File: src/rtl/periph_pkg.sv
// Shared peripheral-block definitions: UART TX scheduler states, register
// addresses, and a counter-sizing helper.
package periph_pkg;

  typedef enum logic [2:0] {
    ST_IDLE      = 3'd0,
    ST_LOAD      = 3'd1,
    ST_PULSE     = 3'd2,
    ST_WAIT_BUSY = 3'd3,
    ST_WAIT_DONE = 3'd4,
    ST_GAP       = 3'd5
  } tx_sched_state_t;

  localparam logic [31:0] UART_TXD_ADDR = 32'h4000_0018;
  localparam logic [31:0] UART_RXD_ADDR = 32'h4000_001C;
  localparam logic [31:0] UART_CON_ADDR = 32'h4000_0020;

  // Width of a counter that must reach the larger of two terminal counts.
  function automatic int ctr_width(input int a, input int b);
    int m;
    m = (a > b) ? a : b;
    if (m < 1) begin
      m = 1;
    end else begin
      m = m;
    end
    return $clog2(m + 1);
  endfunction

endpackage

File: src/rtl/sync_fifo.sv
// Synchronous FIFO with flush and occupancy count; the popped word is
// registered and held on rdata_o until the next pop.
module sync_fifo #(
  parameter int WIDTH = 8,
  parameter int DEPTH = 16
) (
  input  logic                       clk_i,
  input  logic                       rst_i,
  input  logic                       push_i,
  input  logic [WIDTH-1:0]           wdata_i,
  input  logic                       pop_i,
  input  logic                       flush_i,
  output logic [WIDTH-1:0]           rdata_o,
  output logic [$clog2(DEPTH+1)-1:0] level_o,
  output logic                       full_o,
  output logic                       empty_o
);

  localparam int AW = $clog2(DEPTH);
  localparam int LW = $clog2(DEPTH + 1);

  logic [WIDTH-1:0] mem_q [DEPTH];
  logic [AW-1:0]    wr_ptr_q, wr_ptr_d;
  logic [AW-1:0]    rd_ptr_q, rd_ptr_d;
  logic [LW-1:0]    level_q, level_d;
  logic [WIDTH-1:0] rdata_q, rdata_d;
  logic             push_ok_s;
  logic             pop_ok_s;

  assign full_o    = (level_q == LW'(DEPTH));
  assign empty_o   = (level_q == '0);
  assign level_o   = level_q;
  assign rdata_o   = rdata_q;
  // Flush drops a coincident push but lets a coincident pop read the old head.
  assign push_ok_s = push_i && !full_o && !flush_i;
  assign pop_ok_s  = pop_i && !empty_o;

  always_comb begin
    wr_ptr_d = wr_ptr_q;
    rd_ptr_d = rd_ptr_q;
    level_d  = level_q;
    rdata_d  = rdata_q;
    if (pop_ok_s) begin
      rdata_d  = mem_q[rd_ptr_q];
      rd_ptr_d = rd_ptr_q + AW'(1);
    end else begin
      rd_ptr_d = rd_ptr_q;
    end
    if (push_ok_s) begin
      wr_ptr_d = wr_ptr_q + AW'(1);
    end else begin
      wr_ptr_d = wr_ptr_q;
    end
    case ({push_ok_s, pop_ok_s})
      2'b10:   level_d = level_q + LW'(1);
      2'b01:   level_d = level_q - LW'(1);
      default: level_d = level_q;
    endcase
    if (flush_i) begin
      wr_ptr_d = '0;
      rd_ptr_d = '0;
      level_d  = '0;
    end else begin
      level_d  = level_d;
    end
  end

  always_ff @(posedge clk_i) begin
    if (rst_i) begin
      wr_ptr_q <= '0;
      rd_ptr_q <= '0;
      level_q  <= '0;
      rdata_q  <= '0;
    end else begin
      wr_ptr_q <= wr_ptr_d;
      rd_ptr_q <= rd_ptr_d;
      level_q  <= level_d;
      rdata_q  <= rdata_d;
    end
  end

  always_ff @(posedge clk_i) begin
    if (push_ok_s) begin
      mem_q[wr_ptr_q] <= wdata_i;
    end
  end

endmodule

File: src/rtl/uart_tx_scheduler.sv
// Drains queued CPU bytes to the UART transmitter one frame at a time, with
// busy-rise timeout detection and sticky overflow/error status.
module uart_tx_scheduler
  import periph_pkg::*;
#(
  parameter int DEPTH        = 16,
  parameter int BUSY_TIMEOUT = 15,
  parameter int GAP_CYCLES   = 0
) (
  input  logic                       sysclk,
  input  logic                       reset,
  input  logic                       wr_en,
  input  logic [7:0]                 wr_data,
  input  logic                       flush,
  input  logic                       clr_err,
  input  logic                       uart_tx_busy,
  output logic [7:0]                 uart_tx_data,
  output logic                       uart_tx_enable,
  output logic [$clog2(DEPTH+1)-1:0] level,
  output logic                       full,
  output logic                       empty,
  output logic                       idle,
  output logic                       overflow,
  output logic                       tx_err
);

  localparam int CW = ctr_width(BUSY_TIMEOUT, GAP_CYCLES);
  localparam tx_sched_state_t FRAME_END_ST = (GAP_CYCLES == 0) ? ST_IDLE : ST_GAP;

  tx_sched_state_t state_q, state_d;
  logic [CW-1:0]   cnt_q, cnt_d;
  logic            enable_q, enable_d;
  logic            overflow_q, overflow_d;
  logic            tx_err_q, tx_err_d;
  logic            pop_s;
  logic            err_set_s;
  logic            full_s;
  logic            empty_s;

  sync_fifo #(
    .WIDTH (8),
    .DEPTH (DEPTH)
  ) u_fifo (
    .clk_i   (sysclk),
    .rst_i   (reset),
    .push_i  (wr_en),
    .wdata_i (wr_data),
    .pop_i   (pop_s),
    .flush_i (flush),
    .rdata_o (uart_tx_data),
    .level_o (level),
    .full_o  (full_s),
    .empty_o (empty_s)
  );

  assign full           = full_s;
  assign empty          = empty_s;
  assign idle           = empty_s && (state_q == ST_IDLE);
  assign uart_tx_enable = enable_q;
  assign overflow       = overflow_q;
  assign tx_err         = tx_err_q;

  // The pop is issued on the IDLE->LOAD edge so the head is registered and
  // stable on uart_tx_data for the whole of LOAD and PULSE.
  always_comb begin
    state_d   = state_q;
    cnt_d     = cnt_q;
    enable_d  = 1'b0;
    pop_s     = 1'b0;
    err_set_s = 1'b0;
    case (state_q)
      ST_IDLE: begin
        if (!empty_s) begin
          pop_s   = 1'b1;
          state_d = ST_LOAD;
        end else begin
          state_d = ST_IDLE;
        end
      end
      ST_LOAD: begin
        enable_d = 1'b1;
        state_d  = ST_PULSE;
      end
      ST_PULSE: begin
        cnt_d   = '0;
        state_d = ST_WAIT_BUSY;
      end
      ST_WAIT_BUSY: begin
        if (uart_tx_busy) begin
          state_d = ST_WAIT_DONE;
        end else if (cnt_q + CW'(1) == CW'(BUSY_TIMEOUT)) begin
          err_set_s = 1'b1;
          cnt_d     = '0;
          state_d   = FRAME_END_ST;
        end else begin
          cnt_d = cnt_q + CW'(1);
        end
      end
      ST_WAIT_DONE: begin
        if (!uart_tx_busy) begin
          cnt_d   = '0;
          state_d = FRAME_END_ST;
        end else begin
          state_d = ST_WAIT_DONE;
        end
      end
      ST_GAP: begin
        if (cnt_q + CW'(1) == CW'(GAP_CYCLES)) begin
          cnt_d   = '0;
          state_d = ST_IDLE;
        end else begin
          cnt_d = cnt_q + CW'(1);
        end
      end
      default: begin
        state_d = ST_IDLE;
      end
    endcase
  end

  // Sticky flags: a set event beats a simultaneous clear; flush suppresses overflow.
  always_comb begin
    overflow_d = overflow_q;
    tx_err_d   = tx_err_q;
    if (wr_en && full_s && !flush) begin
      overflow_d = 1'b1;
    end else if (clr_err) begin
      overflow_d = 1'b0;
    end else begin
      overflow_d = overflow_q;
    end
    if (err_set_s) begin
      tx_err_d = 1'b1;
    end else if (clr_err) begin
      tx_err_d = 1'b0;
    end else begin
      tx_err_d = tx_err_q;
    end
  end

  always_ff @(posedge sysclk) begin
    if (reset) begin
      state_q    <= ST_IDLE;
      cnt_q      <= '0;
      enable_q   <= 1'b0;
      overflow_q <= 1'b0;
      tx_err_q   <= 1'b0;
    end else begin
      state_q    <= state_d;
      cnt_q      <= cnt_d;
      enable_q   <= enable_d;
      overflow_q <= overflow_d;
      tx_err_q   <= tx_err_d;
    end
  end

endmodule

File: config.mk
export PLATFORM = sky130hd
export DESIGN_NAME = uart_tx_scheduler
export DESIGN_NICKNAME = d
export VERILOG_FILES = /design/src/rtl/periph_pkg.sv /design/src/rtl/sync_fifo.sv /design/src/rtl/uart_tx_scheduler.sv
export SDC_FILE = /design/constraint.sdc
export NUM_CORES = 1
export LEC_CHECK = 0
export BUFFER_PORTS_ARGS = -buffer_cell sky130_fd_sc_hd__clkbuf_2
export CAP_MARGIN = 20
export CORE_ASPECT_RATIO = 0.7
export CORE_MARGIN = 4
export CORE_UTILIZATION = 40
export CTS_CLUSTER_DIAMETER = 50
export DETAILED_ROUTE_END_ITERATION = 16
export GPL_ROUTABILITY_DRIVEN = 0
export HOLD_SLACK_MARGIN = 0.06
export PLACE_DENSITY = 0.54
export SLEW_MARGIN = 20
export SYNTH_ARGS = -nofsm -noshare
export SYNTH_HDL_FRONTEND = slang
export SYNTH_SLANG_ARGS = --single-unit
File: constraint.sdc
create_clock -name sysclk -period 3.4 [get_ports sysclk]
set_input_delay 0.34 -clock sysclk [delete_from_list [all_inputs] [get_ports sysclk]]
set_output_delay 0.34 -clock sysclk [all_outputs]
set_load 0.01 [all_outputs]
==> results of run 1 <==
logic make-up after synthesis:
group / count (synthesis)
adder cells (fa/ha/maj): 11
AND/OR/NAND/NOR: 106
flip-flops: 159
buffers and inverters: 32
multiplexers: 49
XOR/XNOR: 9
AO/OA/AOI/OAI: 46
worst max-delay path: cells and delay by family, from the launching register on:
kind / cells / cell delay (ps)
and+or+nand+nor: 4 / 990
AOI/OAI and AO/OA: 4 / 630
adders and majority gates: 2 / 540
DFF: 1 / 400
xor gates and xnor gates: 1 / 180
buffers and inverters: 1 / 70
Yosys cell counts, drive strengths merged, types with 4 or more instances:
library cell / count
a21oi: 9
a31oi: 5
buf: 9
clkbuf: 13
dfxtp: 31
edfxtp: 128
ha: 11
inv: 10
mux2i: 17
mux4: 32
nand2: 19
nand2b: 9
nand3b: 11
nor2: 33
nor2b: 4
nor3: 8
o21ai: 7
o221ai: 8
xor2: 6
sequential cells by signal, indices dropped and copies added, names as in the netlist:
| signal | count |
|---|---|
| u_fifo.rdata_o | 8 |
| uart_tx_enable | 1 |
| state_q | 3 |
| tx_err | 1 |
| u_fifo.level_o | 5 |
| u_fifo.mem_q | 128 |
| cnt_q | 4 |
| overflow | 1 |
| u_fifo.wr_ptr_q | 4 |
| u_fifo.rd_ptr_q | 4 |
stage by stage:
stage          power [mW]  hold slack, ps   util  worst slack [ps]  cells
6_report             4.31             227  0.473               523    700
5_1_grt              4.49             258  0.473               287    700
4_1_cts              4.37             211  0.473               507    700
3_5_place_dp         2.51             488  0.437               532    668
3_3_place_gp         2.51             474  0.437               603    668
2_1_floorplan        2.40             439      -               612    412
worst paths after layout:
path / from / end / slack [ps] / cells past startpoint
max: u_fifo.level_o[1] / u_fifo.level_o[4] / 520 / 12
min: clr_err / tx_err / 230 / 4
max reg2reg: u_fifo.level_o[1] / u_fifo.level_o[4] / 520 / 12
min reg2reg: tx_err / tx_err / 490 / 2
final cells by class:
class / count / share of cell area
Sequential cell: 159 / 0.580
Multi-Input combinational cell: 221 / 0.262
Clock buffer: 17 / 0.0552
Timing Repair Buffer: 53 / 0.0413
Tap cell: 225 / 0.0366
Clock inverter: 15 / 0.0197
Inverter: 10 / 0.00520
power groups by stage:
stage	Combinational (mW)	Sequential [mW]	Clock, mW
6_report	0.294	2.17	1.84
5_1_grt	0.328	2.18	1.98
4_1_cts	0.299	2.17	1.90
3_5_place_dp	0.298	2.22	0
3_3_place_gp	0.294	2.21	0
2_1_floorplan	0.200	2.20	0
routing by layer:
metal  global-route usage  routed length [um]  up-vias
met5                    0                   0        -
met4               0.0389                 116        0
met3               0.0398                 772        8
met2                0.223                5970       62
met1                0.232                6780     1836
li1                     -                   -     1714
==> results.py, run 1 <==
metrics = {
    "layout": {
        "seqCellArea_um2": 4470,
        "multi_input_area_um2": 2020,
        "syn_to_final_growth_pct": 16.3,
        "final_common_cell": "edfxtp_1",
        "most-common-layout-cells": "edfxtp_1 (128), nor2_1 (33), mux4_2 (32), clkbuf_2 (32), dfxtp_1 (30)",
        "nets": 487,
        "antenna_cells": 0,
        "nFillCells": 1447,
        "final_cell_area_um2": 7700,
        "final_layout_size_suffix_gt1_frac": 0.265,
    },
    "critical_path": {
        "end_kind": "register",
        "worstPathMaxFanout": 9,
        "crit_chain": "nor4_4 -> nand2_1 -> nand2_1 -> inv_4 -> ha_1 -> xor2_1 -> ha_1 -> a211o_1 -> a21oi_1 -> a221oi_1 -> or3_1 -> a21oi_1",
        "cp_slowest_cell": "dfxtp_1",
        "worstSetupPathType": "register to register",
        "cp.required_ps": 3750,
        "critical_path_arrival_ps": 3230,
        "worst_path_largest_cell_delay_ps": 400,
        "worstSetupStartpointType": "register",
    },
    "routing": {
        "dr.first_iter.drc_count": 175,
        "wl_per_cell_um": 19.5,
        "via_per_inst": 5.17,
        "dr.pass1.iters": 4,
        "drc": 0,
        "final_antenna_net_count": 0,
        "wirelength_um": 13600,
        "vias": 3620,
    },
    "clock_tree": {
        "cts_sinks": 159,
        "cts.repair.resized": 0,
        "cts_made_buffers": 17,
        "postCtsSetupRepairBufs": 0,
        "clkTransAtPathRegs_ps": 70,
        "tritoncts": "built",
        "htreeDepth": 4,
        "clock_latency_ps": 420,
        "cts.path.max_buffers": 2,
        "cts_root_buf": "clkbuf_16",
        "ctsHoldBuffers": 0,
    },
    "sta": {
        "rsz0062_at_grt": "no",
        "relSlewSlack": 0.407,
        "skew_ps": 10.6,
        "min_period_ps": 2880,
        "setup_viol": 0,
        "worstMarginPinSlew_ps": 888,
        "drv_slew": 0,
        "tns_ps": 0,
        "fmax_mhz": 348,
        "hold_viol": 0,
        "post-route-period-util": 0.846,
    },
    "floorplan": {
        "initial_core_util": 0.406,
        "die_w_um": 162,
        "die_y_um": 116,
        "core_area_um2": 16300,
        "std_cell_rows": 39,
        "ios": 33,
        "dieArea_um2": 18700,
    },
    "pwr": {
        "power.leakage_nw": 2.54,
        "combPwrFrac": 0.068,
        "swShare": 0.239,
        "power_frac_clock": 0.427,
        "pwr-share-seq": 0.504,
        "powerDensity_nw_per_um2": 559,
        "ir_worst_vdd_uv": 392,
        "power_switching_mw": 1.03,
        "intPower_mw": 3.28,
    },
    "place": {
        "dpl.hpwl_um": 8850,
        "portBuffers": 32,
        "placed_area_um2": 7120,
    },
    "logic_synthesis": {
        "synthSimpleGateAreaFrac": 0.0867,
        "ys_seq_elements": 159,
        "synth_flop_cell": "edfxtp_1",
        "synth_edf_count": 128,
        "ys_top_cells_by_area": "edfxtp_1 (58%), mux4_2 (11%), dfxtp_1 (9.4%)",
        "synthCells": 412,
        "synth_cell_types": 51,
        "synth_xor_xnor_area_share": 0.0119,
        "synth_top_family_by_area": "multiplexers",
        "syn_nets": 437,
        "yosysTopAreaCellShare": 0.580,
        "synthMuxAreaShare": 0.134,
        "synth_area_um2": 6620,
        "async_reset_ff_frac": 0,
        "ys_seq_area_frac": 0.674,
        "synth_warnings": 0,
        "synth_top_cell_by_area": "edfxtp_1",
        "syn_area_per_cell_um2": 16.1,
        "synth_compound_area_frac": 0.0510,
        "synth_fa_ha_area_frac": 0.0208,
    },
    "status": {
        "status": "finished, final reports clean",
    },
    "flow_run": {
        "cap_violations": 0,
    },
    "global_routing": {
        "grt_pass1_vias": 3545,
        "grt_usage": 0.154,
        "antenna_found_initial": 0,
        "grt_max_degree": 33,
        "gr-total-overflow": 0,
        "grt_first_pass_wirelength_um": 21100,
    },
    "min_path": {
        "min_path_type": "primary input to register",
    },
}
(Power assumes the default switching activity.)
==> inputs of run 2 (changes only) <==
- clock period: 3.4 -> 2.9 ns (I/O delays scaled with it)
==> results.py, run 2 (synthesis gave the netlist of run 1 again) <==
metrics = {
    "status": {
        "status": "finished, final reports clean",
    },
    "routing": {
        "final_antenna_net_count": 0,
        "dr.first_iter.drc_count": 287,
        "wirelength_um": 14000,
        "via_per_inst": 5.25,
        "vias": 3680,
        "wl_per_cell_um": 19.9,
        "drc": 0,
        "dr.pass1.iters": 5,
    },
    "layout": {
        "largest_reg_flops": 128,
        "nFillCells": 1459,
        "regMostFlops": "u_fifo.mem_q",
        "antenna_cells": 0,
        "syn_to_final_growth_pct": 17.3,
        "final_common_cell": "edfxtp_1",
        "most-common-layout-cells": "edfxtp_1 (128), nor2_1 (33), mux4_2 (32), clkbuf_2 (32), dfxtp_1 (29)",
        "final_layout_size_suffix_gt1_frac": 0.273,
        "nets": 488,
    },
    "clock_tree": {
        "cts_root_buf": "clkbuf_16",
        "clock_latency_ps": 420,
        "cts.repair.resized": 0,
        "tritoncts": "built",
        "clkTransAtPathRegs_ps": 60,
        "cts_sinks": 159,
        "postCtsSetupRepairBufs": 0,
        "cts_made_buffers": 17,
        "htreeDepth": 4,
        "ctsHoldBuffers": 0,
        "cts.path.max_buffers": 2,
    },
    "critical_path": {
        "cp_slowest_cell": "nor4_4",
        "r2r-start": "u_fifo.level_o[0]",
        "crit_family": "simple AND/OR/NAND/NOR gates",
        "worstPathMaxFanout": 8,
        "crit_end": "u_fifo.level_o[4]",
        "reg2regPathDepth": 12,
        "critical_path_arrival_ps": 3070,
        "worst-path-stages": 12,
        "worst-path-buf-inv": 1,
        "worstSetupStartpointType": "register",
        "r2r_slack_ps": 190,
        "crit_chain": "nor4_4 -> nand2_1 -> nand2_2 -> inv_4 -> ha_2 -> xor2_1 -> ha_1 -> a211o_1 -> a21oi_1 -> a221oi_1 -> or3_1 -> a21oi_1",
        "worstSetupPathType": "register to register",
        "crit_path_start": "u_fifo.level_o[0]",
        "worst_path_largest_cell_delay_ps": 380,
        "cp_common_cell": "a21oi_1",
        "end_kind": "register",
        "r2r-end": "u_fifo.level_o[4]",
        "cp.required_ps": 3260,
    },
    "global_routing": {
        "grt_pass1_vias": 3642,
        "grt_max_degree": 36,
        "antenna_found_initial": 0,
        "grt_usage": 0.156,
        "grt_first_pass_wirelength_um": 21300,
        "gr-total-overflow": 0,
    },
    "floorplan": {
        "ios": 33,
        "dieArea_um2": 18700,
        "std_cell_rows": 39,
        "die_w_um": 162,
        "core_area_um2": 16300,
        "initial_core_util": 0.406,
        "die_y_um": 116,
    },
    "place": {
        "dp_slack_ps": 62.6,
        "dpl.hpwl_um": 9120,
        "portBuffers": 32,
    },
    "sta": {
        "hold_viol": 0,
        "relSlewSlack": 0.652,
        "tns_ps": 0,
        "min_period_ps": 2710,
        "skew_ps": 3.69,
        "drv_slew": 0,
        "layout_setup_ws_ps": 187,
        "worstMarginPinSlew_ps": 522,
        "setup_viol": 0,
        "post-route-period-util": 0.935,
        "rsz0062_at_grt": "no",
        "fmax_mhz": 369,
    },
    "pwr": {
        "p_total_mw": 5.20,
        "ir_worst_vdd_uv": 373,
        "powerDensity_nw_per_um2": 670,
        "power.leakage_nw": 2.57,
    },
    "flow_run": {
        "cap_violations": 0,
    },
    "min_path": {
        "min_path_type": "primary input to register",
    },
}
==> run 2: changes by cell type in the layout (fill, tap and decap cells not counted), sizes merged <==
cell,delta
bufinv,+2
buf,+1
inv,-7
clkinv,+4
clkinvlp,-1
clkbuf,+2
==> run 2: through the flow <==
stage                     hold slack [ps]  instances  utilization  area [um^2]
after floorplan                       389        412            -         6620
after global placement                473        669        0.438         7140
after detailed placement              489        669        0.438         7140
after CTS                             155        701        0.476         7760
after global routing                  198        701        0.477         7770
final                                 172        701        0.477         7770
==> run 2: worst min-delay path by stage <==
stage                     depth (start not counted)                 end       start  slack, ps
final                                             4              tx_err     clr_err        170
after detailed placement                          2              tx_err      tx_err        490
after global placement                            2              tx_err      tx_err        470
after floorplan                                   0  u_fifo.mem_q[0][0]  wr_data[0]        390
after global routing                              4              tx_err     clr_err        200
after CTS                                         4              tx_err     clr_err        160
==> run 2: layout make-up <==
cell class	count	area, um^2	area share
flip-flops and latches	159	4470	0.575
multi-input cells	221	2020	0.261
clock buffers	19	453	0.0583
repair buffers	54	338	0.0435
well taps	225	282	0.0362
clock inverters	13	164	0.0211
inverters	10	40.0	0.00515
==> run 2: worst reg2reg max path: cells and delay by family, from the launching register on <==
kind / cells / cell delay, ps
fa+ha+maj: 2 / 460
xor+xnor: 1 / 160
simple gates: 4 / 970
buf+inv: 1 / 60
flops: 1 / 370
compound gates: 4 / 620
==> run 2: layer usage <==
layer	vias to the layer above	wire [um]	global-route usage
li1	1717	-	-
met1	1878	6780	0.223
met2	73	6360	0.235
met3	12	675	0.0448
met4	0	138	0.0473
met5	-	0	0
==> run 2: where the power goes <==
group	switching [mW]	internal (mW)	leakage, nW
clock	0.895	1.40	0.299
sequential	0.0417	2.50	1.40
combinational	0.223	0.142	0.868
total	1.16	4.04	2.57
